### config.mk
export PLATFORM = sky130hd
export DESIGN_NAME = io_bus_decoder
export DESIGN_NICKNAME = d
export VERILOG_FILES = /design/src/rtl/io_bus_decoder.sv
export SDC_FILE = /design/constraint.sdc
export NUM_CORES = 1
export LEC_CHECK = 0
export ABC_AREA = 1
export BUFFER_PORTS_ARGS = -buffer_cell sky130_fd_sc_hd__buf_2
export CAP_MARGIN = 20
export CORE_AREA = 3 3 119 121
export DETAILED_ROUTE_END_ITERATION = 10
export DIE_AREA = 0 0 122 124
export HOLD_SLACK_MARGIN = 0.03
export PLACE_DENSITY_LB_ADDON = 0.2
export SYNTH_ARGS = -nofsm -noshare
export SYNTH_HDL_FRONTEND = slang
export SYNTH_SLANG_ARGS = --single-unit
### constraint.sdc
create_clock -name clk -period 2.5 [get_ports clk]
set_clock_uncertainty 0.15 [all_clocks]
set_input_delay 0 -clock clk [delete_from_list [all_inputs] [get_ports clk]]
set_output_delay 0 -clock clk [all_outputs]
set_load 0.05 [all_outputs]
### src/rtl/io_bus_decoder.sv
// io_bus_decoder
//
// Address decoder for the core data bus. Each load/store is routed to RAM
// (addr[IO_SEL_BIT]=0) or to one of N_SLOTS memory-mapped peripheral slots
// (addr[IO_SEL_BIT]=1, slot = addr[IO_SEL_BIT-1:SLOT_SHIFT]). IO accesses
// take WAIT_CYC wait states, during which the core is stalled and the slot
// and direction are taken from a latched copy of the request.
//
// Optional feature macro: IO_BUS_ERR_EN
//   defined   : unmapped IO accesses set a sticky bus_err and record the
//               first faulting address in fault_addr (cleared by err_clr).
//   undefined : bus_err / fault_addr are tied to 0, err_clr is ignored.
//
// Ports
//   clk, rst      clock, asynchronous active-high reset
//   addr, we, re  core access (write wins when both we and re are set)
//   err_clr       synchronous clear of the sticky bus error
//   ram_rdata     RAM read data
//   io_rdata      per-slot read data, slot k at [k*DATA_W +: DATA_W]
//   ram_addr      address to RAM (same as addr)
//   ram_we        RAM write enable
//   io_sel        one-hot slot select for the whole IO access
//   io_we         one-hot slot write strobe, completion cycle only
//   io_off        register offset inside the slot
//   rdata         load data to the core
//   stall         core hold while an IO access is pending
//   bus_err       sticky unmapped-access flag
//   fault_addr    address of the first unmapped access
module io_bus_decoder #(
    parameter int ADDR_W     = 32,
    parameter int DATA_W     = 32,
    parameter int N_SLOTS    = 4,
    parameter int IO_SEL_BIT = 22,
    parameter int SLOT_SHIFT = 4,
    parameter int WAIT_CYC   = 1
) (
    input  logic                        clk,
    input  logic                        rst,
    input  logic [ADDR_W-1:0]           addr,
    input  logic                        we,
    input  logic                        re,
    input  logic                        err_clr,
    input  logic [DATA_W-1:0]           ram_rdata,
    input  logic [N_SLOTS*DATA_W-1:0]   io_rdata,
    output logic [ADDR_W-1:0]           ram_addr,
    output logic                        ram_we,
    output logic [N_SLOTS-1:0]          io_sel,
    output logic [N_SLOTS-1:0]          io_we,
    output logic [SLOT_SHIFT-1:0]       io_off,
    output logic [DATA_W-1:0]           rdata,
    output logic                        stall,
    output logic                        bus_err,
    output logic [ADDR_W-1:0]           fault_addr
);

    localparam int SLOT_W = IO_SEL_BIT - SLOT_SHIFT;

    typedef enum logic {ST_IDLE, ST_WAIT} state_t;

    state_t              state_q, state_d;
    logic [3:0]          cnt_q, cnt_d;
    logic [SLOT_W-1:0]   slot_q;
    logic                we_q;

    logic                req_we, req_re, req;
    logic                is_io, mapped, io_req, unmapped_req;
    logic [SLOT_W-1:0]   slot_num;

    function automatic logic [N_SLOTS-1:0] slot_onehot(input logic [SLOT_W-1:0] s);
        logic [N_SLOTS-1:0] oh;
        oh = '0;
        for (int k = 0; k < N_SLOTS; k++)
            if (s == SLOT_W'(k)) oh[k] = 1'b1;
        return oh;
    endfunction

    function automatic logic [DATA_W-1:0] slot_rdata(input logic [SLOT_W-1:0] s);
        logic [DATA_W-1:0] d;
        d = '0;
        for (int k = 0; k < N_SLOTS; k++)
            if (s == SLOT_W'(k)) d = io_rdata[k*DATA_W +: DATA_W];
        return d;
    endfunction

    // Requests are masked while reset is held so that stall and the strobes
    // drop immediately with rst even if the core keeps driving we/re.
    assign req_we       = we & ~rst;
    assign req_re       = re & ~rst;
    assign req          = req_we | req_re;
    assign is_io        = addr[IO_SEL_BIT];
    assign slot_num     = addr[IO_SEL_BIT-1:SLOT_SHIFT];
    assign mapped       = slot_num < SLOT_W'(N_SLOTS);
    assign io_req       = (state_q == ST_IDLE) & req & is_io & mapped;
    assign unmapped_req = (state_q == ST_IDLE) & req & is_io & ~mapped;

    assign ram_addr = addr;
    assign io_off   = addr[SLOT_SHIFT-1:0];

    // State register
    always_ff @(posedge clk or posedge rst) begin
        if (rst) begin
            state_q <= ST_IDLE;
            cnt_q   <= 4'd0;
        end else begin
            state_q <= state_d;
            cnt_q   <= cnt_d;
        end
    end

    // Request capture; only consumed while in ST_WAIT, so no reset needed.
    always_ff @(posedge clk) begin
        if (io_req) begin
            slot_q <= slot_num;
            we_q   <= req_we;
        end
    end

    // Next-state logic
    always_comb begin
        state_d = state_q;
        cnt_d   = cnt_q;
        case (state_q)
            ST_IDLE: begin
                if (io_req && (WAIT_CYC != 0)) begin
                    state_d = ST_WAIT;
                    cnt_d   = 4'(WAIT_CYC - 1);
                end
            end
            ST_WAIT: begin
                if (cnt_q != 4'd0) cnt_d = cnt_q - 4'd1;
                else               state_d = ST_IDLE;
            end
            default: state_d = ST_IDLE;
        endcase
    end

    // Output logic
    always_comb begin
        logic [N_SLOTS-1:0] sel_oh;
        sel_oh = '0;
        ram_we = 1'b0;
        io_sel = '0;
        io_we  = '0;
        rdata  = '0;
        stall  = 1'b0;
        if (state_q == ST_WAIT) begin
            sel_oh = slot_onehot(slot_q);
            io_sel = sel_oh;
            if (cnt_q == 4'd0) begin
                if (we_q) io_we = sel_oh;
                else      rdata = slot_rdata(slot_q);
            end else begin
                stall = 1'b1;
            end
        end else if (!is_io) begin
            ram_we = req_we;
            rdata  = ram_rdata;
        end else if (io_req) begin
            sel_oh = slot_onehot(slot_num);
            io_sel = sel_oh;
            if (WAIT_CYC == 0) begin
                // Zero wait states: request cycle is also the completion cycle.
                if (req_we) io_we = sel_oh;
                else        rdata = slot_rdata(slot_num);
            end else begin
                stall = 1'b1;
            end
        end
    end

`ifdef IO_BUS_ERR_EN
    logic              bus_err_q;
    logic [ADDR_W-1:0] fault_addr_q;

    // A new fault beats a simultaneous clear; the address is refreshed in
    // that case so software sees the fault that re-armed the flag.
    always_ff @(posedge clk or posedge rst) begin
        if (rst) begin
            bus_err_q    <= 1'b0;
            fault_addr_q <= '0;
        end else if (unmapped_req) begin
            bus_err_q <= 1'b1;
            if (!bus_err_q || err_clr) fault_addr_q <= addr;
        end else if (err_clr) begin
            bus_err_q <= 1'b0;
        end
    end

    assign bus_err    = bus_err_q;
    assign fault_addr = fault_addr_q;
`else
    logic unused_err;
    assign unused_err = err_clr | unmapped_req;
    assign bus_err    = 1'b0;
    assign fault_addr = '0;
`endif

endmodule

==> impl_metrics.ini <==
[logic_synthesis]
yosys.area.top_type_share = 0.176
ys_seq_elements = 24
yosysWarnings = 0
synth_cell_types = 26
synth.most_common_cell = nand2_1
synth_edf_count = 19
syn_avg_cell_area_um2 = 6.47
synth_cells = 550
synth_flop_cell = edfxtp_1
synth_area_um2 = 3560
synthArstFlopShare = 0.208
synth_area_leaders = nand4_1 18%, edfxtp_1 16%, nand2_1 16%, buf_4 16%, nor2_1 6.1%
netlist_top_cells_count = 152 x nand2_1, 100 x nand4_1, 75 x buf_4
synth_top_cell_by_area = nand4_1
seq_area_frac_synth = 0.195

[sta]
maxSlewViolCount = 0
rsz0062_at_grt = false
maxSlewHeadroom = 0.313
hold_violations = 0
finalSetupTns_ps = 0
worst_slew_pin_slew_ps = 1030
min_period_ps = 2320
timing.final.ws_setup_ps = 176
period_share = 0.929
finalSetupViolations = 0
fmax_mhz = 430

[worst_setup_path]
critPathMaxFanout = 64
crit_path_start_kind = flip-flop
crit_chain = or2_4, nor2_8, nand3_4, buf_12, nor2_1, nor2_1, o21ai_1, nand2_1, buf_2
reg2reg_slack_ps = 500
crit_top_cell = nor2_1
reg2reg_to = slot_q[1]
r2r_start = state_q
reg2reg_depth = 6
crit_path_max_incr_delay_ps = 370
worstPathArrival_ps = 2170
worst_setup_path_end_kind = primary output
crit_required_ps = 2350
slowest_stage = edfxtp_1
worst-setup-path-type = flip-flop to primary output

[die]
row_count = 42
initial_core_util = 0.270
die_width_um = 122
fp.coreArea_um2 = 13200
dieArea_um2 = 15100
die_y_um = 124
pin_count = 308

[final_layout]
layout.cells.non_filler = 939
fin_nets = 963
multi_input_area_um2 = 2180
drive_gt1_frac = 0.423
n_antenna_cell = 0
finalInstanceArea_um2 = 4950
seq_area_um2 = 696
final_util = 0.376
areaGrowthSynthToFinish_pct = 39.1
fill_cells = 1444

[route]
firstDrtPassIters = 5
ant_nets = 0
wirelength_met1_um = 5390
viasPerCell = 4.77
wl_met2_um = 7260
detail_route.wl_per_cell_um = 14.7
drc = 0
drtIter0Drc = 228
routed_wl_um = 13800
dr.max_layer_used = met5
vias = 4483
routed-wl-met3_um = 1070

[min_path]
hold_depth = 5
hp-class = primary input to flip-flop
hold_end = state_q
min-delay-start = addr[22]

[global_route]
grt.total_usage = 0.161
grt_max_degree = 65
antenna_found_initial = 2
grt_pass1_vias = 4024
grt_overflow = 0
grt_first_pass_wirelength_um = 19700

[run]
max-cap-violations = 0

[clock_tree]
cts_hold_buffers = 34
cts_sinks = 24
numCtsBuffers = 3
clock-root-buffer = clkbuf_16
cts-htree-levels = 1
ctsResizeCount = 0
cts_setup_buffers = 0
clock_latency_ps = 250
clk_path_buf_depth = 2
tritoncts = done
clk_pin_slew_ps = 50

[placed_design]
placed_cells = 901
gp_congestion = 0.795
dpl.hpwl_um = 10400
dpl-instance-area_um2 = 4540
numPortBuffers = 243
place_ws_ps = 478

[power]
p_leak_nw = 2.79
ir_drop_mv = 0.362
p_per_area_nw_per_um2 = 279

[outcome]
outcome = finished clean
[registers in the layout, indices dropped and copies added, names as in the netlist]
signal,flops
we_q,1
state_q,1
slot_q,18
cnt_q,4
[power breakdown]
group	switching, mW	internal (mW)
clock	0.120	0.217
combinational	0.431	0.184
sequential	0.000000584	0.431
total	0.550	0.832
[worst max-delay path by stage]
stage	endpoint	start	slack (ps)
finish	rdata[0]	slot_q[2]	180
global route	rdata[31]	slot_q[15]	60
CTS	rdata[31]	slot_q[2]	200
detailed placement	rdata[31]	slot_q[2]	480
global placement	rdata[31]	slot_q[3]	480
floorplan	io_we[0]	slot_q[17]	580
[layout by cell type, fill, tap and decap left out]
cell and n:
a21oi_1 1, nor2_1 57, nor2_2 30, or2_4 1
ha_1 2, inv_2 6, and2_1 1, clkbuf_1 1
edfxtp_1 19, dlygate4sd3_1 34, nor3_1 7, dfrtp_1 5
buf_12 6, nand3_1 6, clkbuf_16 3, o21ai_1 14
o21ai_0 1, conb_1 33, buf_2 241, nand2_1 152
nor2_8 1, nor2_4 4, nand4_1 100, o21ai_2 20
nand4_2 1, nand3_4 1, buf_4 9, inv_1 7
[area by class of cell]
type | count | area share
multi-input cells | 432 | 0.439
repair buffers | 290 | 0.350
flip-flops and latches | 24 | 0.140
well taps | 176 | 0.0444
clock buffers | 4 | 0.0159
inverters | 13 | 0.00985
[logic make-up after synthesis]
family,synth area share
buffers and inverters,0.230
other,0.00105
and+or+nand+nor,0.494
AOI/OAI and AO/OA,0.0717
DFF,0.195
adders and majority gates,0.00703
[layer usage]
layer / track usage / up-vias
met3: 0.0191 / 12
met5: 0 / -
met2: 0.309 / 221
met4: 0.0168 / 4
met1: 0.199 / 2052
li1: - / 2194
[worst max-delay path, delay by kind of cell, from the launching register on]
kind	cells	cell delay [ps]
AND/OR/NAND/NOR	6	940
buffers and inverters	2	400
flip-flops	1	370
AO/OA/AOI/OAI	1	120
[stage by stage]
step / hold slack (ps) / power [mW]
floorplan: -390 / 0.880
global placement: -259 / 0.954
detailed placement: -255 / 0.956
CTS: 145 / 1.39
global route: 206 / 1.45
finish: 147 / 1.38
Power figures use the tool's default switching activity.
